==> config.mk <==
export PLATFORM = sky130hd
export DESIGN_NAME = pll_lock_ctrl
export DESIGN_NICKNAME = d
export VERILOG_FILES = /design/src/rtl/pll_lock_ctrl.sv
export SDC_FILE = /design/constraint.sdc
export NUM_CORES = 1
export LEC_CHECK = 0
export CORE_MARGIN = 4
export CORE_UTILIZATION = 30
export CTS_CLUSTER_SIZE = 40
export DETAILED_ROUTE_END_ITERATION = 10
export PLACE_DENSITY = 0.51
export SYNTH_ARGS = -nofsm -noshare
export SYNTH_HDL_FRONTEND = slang
export SYNTH_SLANG_ARGS = --single-unit
==> constraint.sdc <==
create_clock -name referenceclk -period 2.85 [get_ports referenceclk]
set_input_delay 0.4275 -clock referenceclk [delete_from_list [all_inputs] [get_ports referenceclk]]
set_output_delay 0.4275 -clock referenceclk [all_outputs]
set_load 0.005 [all_outputs]
==> src/rtl/pll_lock_ctrl.sv <==
// PLL lock sequencer: holds the PLL in reset, waits for a synchronised lock, checks that the
// lock stays stable, then releases the system reset. After repeated failures it falls back to bypass.
module pll_lock_ctrl #(
    parameter int RST_CYCLES    = 16,
    parameter int LOCK_TIMEOUT  = 4096,
    parameter int STABLE_CYCLES = 256,
    parameter int MAX_RETRY     = 3
) (
    input  logic       referenceclk,
    input  logic       reset,
    input  logic       pll_lock,
    input  logic       restart,
    output logic       pll_resetb,
    output logic       pll_bypass,
    output logic       sys_reset,
    output logic       locked,
    output logic       fail,
    output logic [3:0] retry_cnt
);

    localparam logic [15:0] HOLD_LAST    = 16'(RST_CYCLES - 1);
    localparam logic [15:0] TIMEOUT_LAST = 16'(LOCK_TIMEOUT - 1);
    localparam logic [15:0] STABLE_LAST  = 16'(STABLE_CYCLES - 1);
    localparam logic [3:0]  RETRY_LIMIT  = 4'(MAX_RETRY);

    typedef enum logic [2:0] {
        S_HOLD,
        S_WAIT_LOCK,
        S_STABLE,
        S_RUN,
        S_FAILED
    } state_t;

    typedef struct packed {
        logic pll_resetb;
        logic pll_bypass;
        logic sys_reset;
        logic locked;
        logic fail;
    } drive_t;

    function automatic drive_t decode(input state_t s);
        drive_t d;
        d = '{pll_resetb: 1'b0, pll_bypass: 1'b0, sys_reset: 1'b1, locked: 1'b0, fail: 1'b0};
        case (s)
            S_HOLD:      d.pll_resetb = 1'b0;
            S_WAIT_LOCK: d.pll_resetb = 1'b1;
            S_STABLE:    d.pll_resetb = 1'b1;
            S_RUN: begin
                d.pll_resetb = 1'b1;
                d.sys_reset  = 1'b0;
                d.locked     = 1'b1;
            end
            S_FAILED: begin
                d.pll_bypass = 1'b1;
                d.sys_reset  = 1'b0;
                d.fail       = 1'b1;
            end
            default:     d.pll_resetb = 1'b0;
        endcase
        return d;
    endfunction

    state_t      state;
    state_t      state_next;
    logic [15:0] cnt;
    logic [3:0]  retry_next;
    logic [3:0]  retry_inc;
    logic        attempt_fail;
    logic        counting;
    logic        lock_meta;
    logic        lock_sync;

    // PLL_LOCK is asynchronous to the reference clock; two flops before anything decodes it.
    always_ff @(posedge referenceclk or posedge reset) begin
        if (reset) begin
            lock_meta <= 1'b0;
            lock_sync <= 1'b0;
        end else begin
            lock_meta <= pll_lock;
            lock_sync <= lock_meta;
        end
    end

    assign retry_inc = retry_cnt + 4'd1;
    assign counting  = (state == S_HOLD) || (state == S_WAIT_LOCK) || (state == S_STABLE);

    always_comb begin
        // NOTE: every signal gets a default before the case so no path leaves it unassigned (no latch).
        state_next   = state;
        retry_next   = retry_cnt;
        attempt_fail = 1'b0;
        if (restart) begin
            state_next = S_HOLD;
            retry_next = 4'd0;
        end else begin
            case (state)
                S_HOLD: begin
                    if (cnt == HOLD_LAST) state_next = S_WAIT_LOCK;
                end
                S_WAIT_LOCK: begin
                    // A lock arriving on the timeout cycle still counts as success.
                    if (lock_sync)                state_next   = S_STABLE;
                    else if (cnt == TIMEOUT_LAST) attempt_fail = 1'b1;
                end
                S_STABLE: begin
                    if (!lock_sync) begin
                        attempt_fail = 1'b1;
                    end else if (cnt == STABLE_LAST) begin
                        state_next = S_RUN;
                        retry_next = 4'd0;
                    end
                end
                S_RUN: begin
                    if (!lock_sync) begin
                        state_next = S_HOLD;
                        retry_next = 4'd0;
                    end
                end
                S_FAILED: state_next = S_FAILED;
                default:  state_next = S_HOLD;
            endcase
            if (attempt_fail) begin
                retry_next = retry_inc;
                state_next = (retry_inc == RETRY_LIMIT) ? S_FAILED : S_HOLD;
            end
        end
    end

    always_ff @(posedge referenceclk or posedge reset) begin
        if (reset) begin
            state     <= S_HOLD;
            cnt       <= 16'd0;
            retry_cnt <= 4'd0;
            {pll_resetb, pll_bypass, sys_reset, locked, fail} <= decode(S_HOLD);
        end else begin
            // NOTE: non-blocking throughout so every flop samples the pre-edge values.
            state     <= state_next;
            retry_cnt <= retry_next;
            if (restart || (state_next != state)) cnt <= 16'd0;
            else if (counting)                    cnt <= cnt + 16'd1;
            // Outputs are decoded from the next state so they change on the same edge as the state.
            {pll_resetb, pll_bypass, sys_reset, locked, fail} <= decode(state_next);
        end
    end

endmodule

# == Yosys cells after proc, flatten, opt, wreduce, memory -nomap -nowiden ==
# Index checks and enable logic that the tools add are counted.
# word_totals
latch_bits,0
regBits,29
input_bits,4
mem_bits_ro,0
word_cells,62
memories,0
mem_bits_rw,0
# op_classes
multipliers,0
n_lt_le_gt_ge,0
n_div,0
n_reduce_logical,9
addsub,2
n_eq_ne,16
muxes,26
n_bitwise,0
shifts,0
# op_table
operator,n
two-way mux 16 bit,2
two-way mux 3 bit,8
two-way mux 4 bit,5
adder 16 x 1 -> 16 bit (second input constant),1
== test 16 x 12 -> 1 bit (second input constant),1
== test 16 x 4 -> 1 bit (second input constant),1
== test 16 x 8 -> 1 bit (second input constant),1
case mux 3 bit (5 select lines),1
== test 3 x 2 -> 1 bit (second input constant),4
two-way mux 1 bit,8
case mux 4 bit (2 select lines),1
== test 3 x 1 -> 1 bit (second input constant),2
== test 3 bit (second input constant),2
adder 4 x 1 -> 4 bit (second input constant),1
== test 4 x 2 -> 1 bit (second input constant),1
!= test 4 x 2 -> 1 bit (second input constant),1
!= test 4 x 3 -> 1 bit (second input constant),1
!= test 4 bit (second input constant),1
AND reduction 4 bit,1
nonzero test 4 bit,1
logical NOT 3 bit,1
logical OR 1 bit,3
!= test 3 bit,1
OR reduction 3 bit,1
3 further kinds,3

# == Logic depth before layout (Yosys ltp) ==
# logic_depth
word_depth,10
depth_mapped,7

# == Least setup slack after synthesis ==
# Ideal clock, no wire load.
# synth_timing
path_type,register -> register
start,reg state[2]
end,reg cnt[10]
arrival_time_ns,1.939
stages_incl_launch_ff,8
setup_slack_ns,0.838
t_required_ns,2.777
synth_period_minus_slack_ns,2.012
path_cell_list,dfrtp_1 > buf_6 > nand4b_1 > or4_4 > o31a_1 > a31o_4 > buf_6 > a21oi_2
# synth_between
elab_chain_len,8
# synth_lines
item,line,text
from (decl),64,state_t state;
from (signal assigned),138,state <= state_next;
== test 3 x 2 -> 1 bit (tied with other cells),"86, 97",
case mux 1 bit (2 select lines) or two-way mux 3 bit (tied branches),"97, 107",
two-way mux 1 bit or case mux 3 bit (5 select lines) (tied branches),"93, 97",
two-way mux 3 bit,123,if (attempt_fail) begin
two-way mux 3 bit,93,if (restart) begin
!= test 3 bit,140,if (restart || (state_next != state)) cnt <= 16'd0;
logical OR 1 bit,140,
two-way mux 16 bit or nonzero test 2 bit (tied branches),--,
to (signal assigned),141,else if (counting) cnt <= cnt + 16'd1;
to (decl),66,logic [15:0] cnt;
# Parallel ways exist; a longest one is shown, timed or not. The select of a mux whose other input is x is not followed.
# A chain may end at the register's enable or synchronous reset.

# == Worst setup path after layout ==
# layout_timing
start,reg state[2]
end,reg cnt[3]
# The elaborated chain is that of the path after synthesis.

==> summary by stage <==
Final layout
From synthesis to final layout, the design area changed by 15.3%. The number of fill cells is 541. The post-route standard cell area excluding fillers is 1830 um^2.

The repair_antennas step left the layout with diodes totalling 0. The leading cell type in the layout, fill and taps excluded is dfrtp_1. In the layout the commonest cells are dfrtp_1 (28), nand2_1 (14), clkdlybuf4s50_1 (12). The fraction of final layout cells sized beyond drive strength 1 is 0.121. The net total in the final layout is between 150 and 200.

Global route
The combined global-route utilization of all metal layers is 0.109. Entering global routing, the biggest net connects 19 pins. The via count of the first global-routing pass is 1,191. The global-route wire length before repair is 5.41 mm. The remaining global-route overflow is 0.

The number of antenna violations at the first check in global routing is 0.

Floorplan
The die footprint is roughly 6500 um^2. The die span in x is between 80 and 90 um. The die height is 80.6 um. The core region area is 5110 um^2.

The initial utilization of the core area, before any placement, comes to 0.310. The boundary pin count is 13. The site row count is 26.

Yosys
The average size of a mapped cell is between 9 and 10 um^2. The part of the Yosys area used for sequential elements is 0.459. The synthesized netlist occupies a cell area of 1580 um^2. After synthesis, the cell types taking the most area are dfrtp_1 (44%), xor2_1 (6.1%), a21oi_2 (5.5%). Synthesis produced a netlist whose cell count is 159. For this run, the number of Yosys warnings is 0.

The netlist uses 40 different library cells. When the netlist entered floorplanning its net count stood at 166. Of the post-synthesis cell area, the dominant cell type holds 0.443. The synthesized design spends more area on one cell type than any other, namely dfrtp_1. After synthesis the netlist holds a flip-flop and latch count of 29.

CTS
CTS placed an instance of clkbuf_8 at the clock tree root. Clock-pin slew was measured on the worst setup and hold paths at 60 ps. The clock tree buffer depth is 2. The CTS sink count is 29. The post-cts repair resize count is 0. Buffers inserted during clock tree synthesis total 5.

The worst-skew pair later-pin latency is 280 ps. CTS built an H-tree with a depth of 2. The count of hold-fix buffers inserted at cts is 0. The clock tree from TritonCTS is done. Buffers added to address setup during post-CTS repair amount to 0.

Worst setup path
Traced cell by cell, the critical path runs through nand4b_1 > or4_4 > o31a_1 > nand4_1 > buf_4 > a21oi_1. The maximum net fanout on the critical path is 16. For this run, the slowest stage of the critical path takes 530 ps. At the worst endpoint, the arrival time is 2250 ps. The data required time at the worst endpoint is 3000 ps. The worst setup path is of the reg2reg kind. The cell family with the largest share of critical-path delay is simple AND/OR/NAND/NOR gates. The worst setup path is launched from a flop. The number of buffers and inverters on the critical path is 1. The critical path's slowest cell is or4_4.

The worst setup path is captured at a flop.

Placement
The count of input and output buffers is 12. The weighted congestion reported at the end of routability-driven placement is 0.793. The sum of net half-perimeters after detailed placement is 2.25 mm. The total cell area at the placement stage is 1750 um^2. The worst setup slack before clock tree synthesis is 777 ps.

Detailed routing
Using the TritonRoute via totals, the vias-per-cell ratio works out to 4.90. The pre-antenna-repair detailed-routing pass consisted of 4 iterations. For this run, design rule violations remaining after detail routing come to 0. The iteration-0 DRC count of the detailed router is 81. In this run the remaining antenna-violating nets after routing total 0.

The wire length reported by the detailed router is approximately 3.1 mm. The routed length per placed instance is approximately 13 um. The final route contains 1,191 vias.

Run status
The run finished with clean final reports.

Timing
The post-layout minimum cycle time is 2100 ps. The max-slew violation total from the final report is 0. Setup repair after global routing left no endpoint under its margin. The measured slew at the worst slew-check pin is 692 ps.

Across the routed clock network, the largest skew measured is 4.98 ps. Setup violations remaining at the end of the flow were counted as 0. The total negative setup slack is 0 ps. Setup slack closes at between 700 and 800 ps. The relative slew slack is 0.538. The count of final hold-check violations came to 0. Static timing analysis puts the maximum clock frequency at between 0.4 and 0.5 GHz. The final clock period utilization by the worst path is 0.737.

Power
Summed over all cells, the static leakage comes to 0.743 nW. Across the VDD grid, the largest voltage drop is 228 uV. In this run the power density over the cells is 424 nW/um^2. The design draws 0.775 mW.

Min path
The path type of the worst min-delay path is reg2reg.

Run
Across the run, the number of max-cap violations was 0.
cells in the mapped netlist:
cell	instances
a211o_1	1
a21oi_1	9
a21oi_2	10
a31o_4	1
a31oi_1	2
and2_1	2
and3_1	4
and4_1	1
buf_2	3
buf_4	1
buf_6	3
clkbuf_1	1
dfrtp_1	28
dfstp_2	1
ha_1	3
inv_1	6
mux2i_1	2
nand2_1	14
nand2b_1	2
nand3_1	8
nand3b_1	2
nand4_1	6
nand4b_1	1
nor2_1	9
nor2b_1	1
nor3_1	4
nor3b_1	2
nor4_1	2
o211ai_1	1
o21ai_0	3
o21bai_1	1
o221ai_1	2
o22ai_1	2
o311a_1	1
o31a_1	1
o31ai_1	1
or2_2	1
or4_4	1
xnor2_1	5
xor2_1	11
sequential cells by signal (all words and copies together), names as in the netlist:
name / flops
sys_reset: 1
pll_resetb: 1
lock_sync: 1
locked: 1
lock_meta: 1
fail: 1
state: 3
retry_cnt: 4
cnt: 16
report_power, final:
part           total (mW)  switching (mW)  internal (mW)  leakage [nW]
combinational      0.0364          0.0232         0.0131         0.308
clock               0.317           0.144          0.173        0.0395
sequential          0.421         0.00435          0.417         0.395
cell type report:
type,count,area [um^2],share of cell area
flip-flops and latches,29,727,0.398
clock buffers,8,80.1,0.0439
repair buffers,14,135,0.0740
multi-input cells,116,773,0.424
well taps,70,87.6,0.0480
inverters,6,22.5,0.0123
path summary, 6_finish.rpt:
path / from / to / slack (ps) / cells past startpoint
worst max-delay path: state[2] / cnt[3] / 750 / 6
worst min-delay path: lock_meta / lock_sync / 350 / 0
worst max register to register: state[2] / cnt[3] / 750 / 6
worst min register to register: lock_meta / lock_sync / 350 / 0
max in group asynchronous: reset / cnt[0] / 1670 / 3
min in group asynchronous: reset / retry_cnt[0] / 550 / 2
kinds of logic (layout without fill, tap and decap cells):
family	after synthesis	count (layout)	synth area share
simple gates	60	60	0.201
buf+inv	14	28	0.0522
mux	2	2	0.0126
xor+xnor	16	16	0.0885
flops	29	29	0.459
compound gates	35	35	0.163
fa+ha+maj	3	3	0.0237
metal layers:
metal / wire (um) / vias to the layer above / share of wire / GRT usage
met5: 0 / - / 0 / 0
met2: 1510 / 26 / 0.48 / 0.171
met3: 133 / 5 / 0.043 / 0.0336
li1: - / 587 / - / -
met4: 30 / 0 / 0.0096 / 0.0405
met1: 1460 / 573 / 0.47 / 0.139
stage by stage:
step / hold WS, ps / util / cells
6_report: 348 / 0.357 / 243
5_1_grt: 369 / 0.357 / 243
4_1_cts: 352 / 0.357 / 243
3_5_place_dp: 339 / 0.342 / 235
3_3_place_gp: 339 / 0.342 / 235
2_1_floorplan: 331 / - / 159
Power figures use the tool's default switching activity.
